$ cat src/rtl/sram_arbiter.sv
// rtl/sram_arbiter.sv - two-master to one-port SRAM-like arbiter, one transaction outstanding
module sram_arbiter (
  input  logic        clk,
  input  logic        reset,
  input  logic        inst_req,
  input  logic        inst_wr,
  input  logic [1:0]  inst_size,
  input  logic [31:0] inst_addr,
  input  logic [31:0] inst_wdata,
  output logic        inst_addr_ok,
  output logic        inst_data_ok,
  output logic [31:0] inst_rdata,
  input  logic        data_req,
  input  logic        data_wr,
  input  logic [1:0]  data_size,
  input  logic [31:0] data_addr,
  input  logic [31:0] data_wdata,
  output logic        data_addr_ok,
  output logic        data_data_ok,
  output logic [31:0] data_rdata,
  output logic        req,
  output logic        wr,
  output logic [1:0]  size,
  output logic [31:0] addr,
  output logic [31:0] wdata,
  input  logic        addr_ok,
  input  logic        data_ok,
  input  logic [31:0] rdata
);

  typedef enum logic [1:0] {IDLE, ADDR, DATA} state_t;

  state_t      state, state_next;
  logic        owner_data;
  logic        last_data;
  logic        grant_data;
  logic        any_req;
  logic        cap_wr;
  logic [1:0]  cap_size;
  logic [31:0] cap_addr;
  logic [31:0] cap_wdata;
  logic        port_addr_ok;
  logic        port_data_ok;

  assign any_req    = inst_req | data_req;
  // Data wins a tie unless it also won the previous grant.
  assign grant_data = data_req & (~inst_req | ~last_data);

  always_ff @(posedge clk) begin
    if (reset) begin
      state      <= IDLE;
      owner_data <= 1'b0;
      last_data  <= 1'b0;
      cap_wr     <= 1'b0;
      cap_size   <= 2'd0;
      cap_addr   <= 32'd0;
      cap_wdata  <= 32'd0;
    end else begin
      state <= state_next;
      if (state == IDLE && any_req) begin
        owner_data <= grant_data;
        last_data  <= grant_data;
        cap_wr     <= grant_data ? data_wr    : inst_wr;
        cap_size   <= grant_data ? data_size  : inst_size;
        cap_addr   <= grant_data ? data_addr  : inst_addr;
        cap_wdata  <= grant_data ? data_wdata : inst_wdata;
      end
    end
  end

  always_comb begin
    state_next   = state;
    req          = 1'b0;
    port_addr_ok = 1'b0;
    port_data_ok = 1'b0;
    case (state)
      IDLE: begin
        if (any_req) state_next = ADDR;
      end
      ADDR: begin
        req = 1'b1;
        if (addr_ok) begin
          port_addr_ok = 1'b1;
          if (data_ok) begin
            port_data_ok = 1'b1;
            state_next   = IDLE;
          end else begin
            state_next = DATA;
          end
        end
      end
      DATA: begin
        if (data_ok) begin
          port_data_ok = 1'b1;
          state_next   = IDLE;
        end
      end
      default: state_next = IDLE;
    endcase
  end

  assign wr    = cap_wr;
  assign size  = cap_size;
  assign addr  = cap_addr;
  assign wdata = cap_wdata;

  assign inst_addr_ok = port_addr_ok & ~owner_data;
  assign inst_data_ok = port_data_ok & ~owner_data;
  assign data_addr_ok = port_addr_ok &  owner_data;
  assign data_data_ok = port_data_ok &  owner_data;
  assign inst_rdata   = rdata;
  assign data_rdata   = rdata;

endmodule

$ cat config.mk
export PLATFORM = sky130hd
export DESIGN_NAME = sram_arbiter
export DESIGN_NICKNAME = d
export VERILOG_FILES = /design/src/rtl/sram_arbiter.sv
export SDC_FILE = /design/constraint.sdc
export NUM_CORES = 1
export LEC_CHECK = 0
export BUFFER_PORTS_ARGS = -buffer_cell sky130_fd_sc_hd__buf_2
export CORE_AREA = 2 2 118 120
export DETAILED_ROUTE_END_ITERATION = 6
export DIE_AREA = 0 0 120 122
export PLACE_DENSITY_LB_ADDON = 0.1
export SETUP_SLACK_MARGIN = 0.3
export SLEW_MARGIN = 10
export SYNTH_ARGS = -nofsm -noshare
export SYNTH_HDL_FRONTEND = slang
export SYNTH_SLANG_ARGS = --single-unit
export TNS_END_PERCENT = 30
$ cat constraint.sdc
create_clock -name clk -period 1.95 [get_ports clk]
set_input_delay 0.2925 -clock clk [delete_from_list [all_inputs] [get_ports clk]]
set_output_delay 0.2925 -clock clk [all_outputs]
set_load 0.01 [all_outputs]
==> flow_summary.ini <==
[floorplan]
die_width_um = 120
ioPinCount = 308
die_h_um = 122
start_util = 0.260
dieArea_um2 = 14600
fp-row-count = 43
coreArea_um2 = 13500

[final_layout]
regArea_um2 = 1400
multi_input_comb_area_um2 = 1510
area_growth_pct = 33.4
utilization = 0.347
filler_cell_count = 1484
antenna_cells = 0
drive_gt1_frac = 0.416
layout.nets = 775

[power]
p_int_uw = 3610
p_switching_uw = 1790
leakagePower_uw = 0.00229
powerDensity_nw_per_um2 = 1150
vdd_drop_max_mv = 0.434
clockPowerShare = 0.314
sw_frac_of_total = 0.331
p_comb_frac = 0.324
pwr-share-seq = 0.362

[sta]
drv_slew = 0
maxSlewHeadroom = 0.657
grt_setup_unrepaired = true
hold_viol_final = 0
fin_crit_sh = 0.854
clock.fmax_ghz = 0.600
setup_viol = 0
tns_ps = 0
worst_slew_pin_slew_ps = 514
fin_worst_skew_ps = 2.80
layout_min_cycle_time_ps = 1670

[global_routing]
grt_pass1_vias = 3340
grt.total_usage = 0.144
grt_antenna_before_repair = 0
grt_first_pass_wirelength_mm = 16.6
grt_max_degree = 68
gr-total-overflow = 0

[synth]
syn_area_um2 = 3520
syn_inst = 467
ys_seq_area_frac = 0.398
yosys_register_bits = 70
synth_top_area_frac = 0.398
yosysWarnings = 0
ys_types = 23
synth-main-ff-cell = dfxtp_1
syn_nets = 643
synth_edf_count = 0
synth_area_leaders = dfxtp_1 40%, buf_4 15%, nand2_1 15%
ys_async_sr_fraction = 0
yosys.cell_count.top_type = nand2_1
syn_avg_cell_area_um2 = 7.53
yosys.area.top_type = dfxtp_1
synthTopCellsByCount = 138 x nand2_1, 70 x dfxtp_1, 69 x buf_4

[critical_path]
cpPeakStageDelay_ps = 340
cp_slowest_cell = dfxtp_2
worstPathMaxFanout = 2
endpoint_kind = output port
critPathLaunch = state[0]
endpoint = inst_data_ok
r2r_cells = 6
start_kind = flop
worstPathArrival_ps = 1370
reg2reg_to = addr[30]
cp_cell_sequence = buf_6 > ha_4 > and2_4 > nor2_4 > nor3_1 > buf_2
r2r-start = state[0]
reg2reg_setup_slack_ps = 460
crit_type = flop to output port
critPathRequiredTime_ps = 1660

[min_path]
hold_class = input pin to flop
min-delay-start = reset

[clock_network]
insertion_delay_ps = 330
cts_max_level = 3
cts_hold_repair.buffers = 0
cts_tree = built
path_clk_slew_ps = 60
numCtsBuffers = 9
cts_sinks = 70
cts_max_path_buffers = 2
root_buffer = clkbuf_16

[run]
maxCapViolations = 0

[detailed_routing]
wirelength_mm = 10.8
wl_per_cell_um = 13.9
met3WireLength_um = 943
vias_per_cell = 4.54
wl_met1_mm = 4.85
routed-wl-met2_mm = 4.82
drc = 0
top_layer = met4
drtIter0Drc = 116
first_pass_iters = 5
ant_nets = 0
via_count = 3556

[placement]
io_buffers = 211
hpwl_mm = 7.49
place_congestion = 0.763

[outcome]
status = finished, final reports clean
-- power by group through the flow --
stage | combinational, µW | sequential [µW] | clock (µW)
after floorplan | 952 | 2120 | 0
final | 1750 | 1950 | 1700
after global routing | 1950 | 1990 | 1830
after detailed placement | 1690 | 1980 | 0
after CTS | 1770 | 1960 | 1750
after global placement | 1670 | 1980 | 0
-- flip-flops by register name, indices dropped and copies added (netlist names) --
register / count
last_data: 1
wdata: 32
state: 2
size: 2
wr: 1
addr: 32
-- per-layer routing --
layer / GRT usage / vias to the layer above
li1: - / 1800
met3: 0.0435 / 19
met4: 0.0721 / 0
met1: 0.179 / 1581
met2: 0.225 / 156
met5: 0 / -
-- metrics by stage --
stage	area [µm²]	power (µW)	setup WS, ps	cells	hold WS, ps
after floorplan	3520	3070	494	467	365
after global placement	4300	3650	399	765	467
after detailed placement	4300	3660	363	765	479
after CTS	4690	5480	260	783	134
after global routing	4690	5760	225	783	136
final	4690	5400	285	783	151
-- logic make-up after synthesis --
| kind of cell | Yosys count | synth area share |
|---|---|---|
| mux | 2 | 0.00569 |
| buf+inv | 105 | 0.192 |
| fa+ha+maj | 4 | 0.0142 |
| flops | 70 | 0.398 |
| simple gates | 146 | 0.160 |
| compound gates | 140 | 0.229 |
-- worst max-delay path: cells and delay by family (launching register included) --
family / cells / cell delay [ps]
flip-flops: 1 / 340
adder cells (fa/ha/maj): 1 / 120
buffers and inverters: 2 / 250
AND/OR/NAND/NOR: 3 / 320
-- how the worst min path moves through the flow --
stage / to / depth (start not counted)
finish: last_data / 2
global placement: state[1] / 2
floorplan: last_data / 1
global route: last_data / 2
detailed placement: state[1] / 2
CTS: last_data / 2
-- placed cells by master, fill, tap and decap left out, types with 2 or more instances in the layout --
cell type and n:
a31oi_1 67, buf_12 7, buf_2 211, buf_4 2, clkbuf_16 9, clkbuf_8 3, dfxtp_1 68, dfxtp_2 2
ha_4 3, inv_1 2, inv_2 2, mux2i_1 2, nand2_1 137, o21ai_1 67
-- area by class of cell --
| type | count | area share |
|---|---|---|
| clock inverter | 3 | 0.00907 |
| clock buffer | 12 | 0.0568 |
| sequential | 70 | 0.299 |
| tap | 180 | 0.0480 |
| inverter | 5 | 0.00453 |
| multi-input combinational | 292 | 0.322 |
| timing repair buffer | 221 | 0.261 |
-- timing repair --
action / 4_1_cts / 5_1_grt
resized for setup: 16 / 0
hold endpoints to repair: 0 / 0
endpoints found under the setup margin: 3 / 4
pin swaps: 5 / 1
setup buffers: 3 / 0
Power figures use the tool's default switching activity.
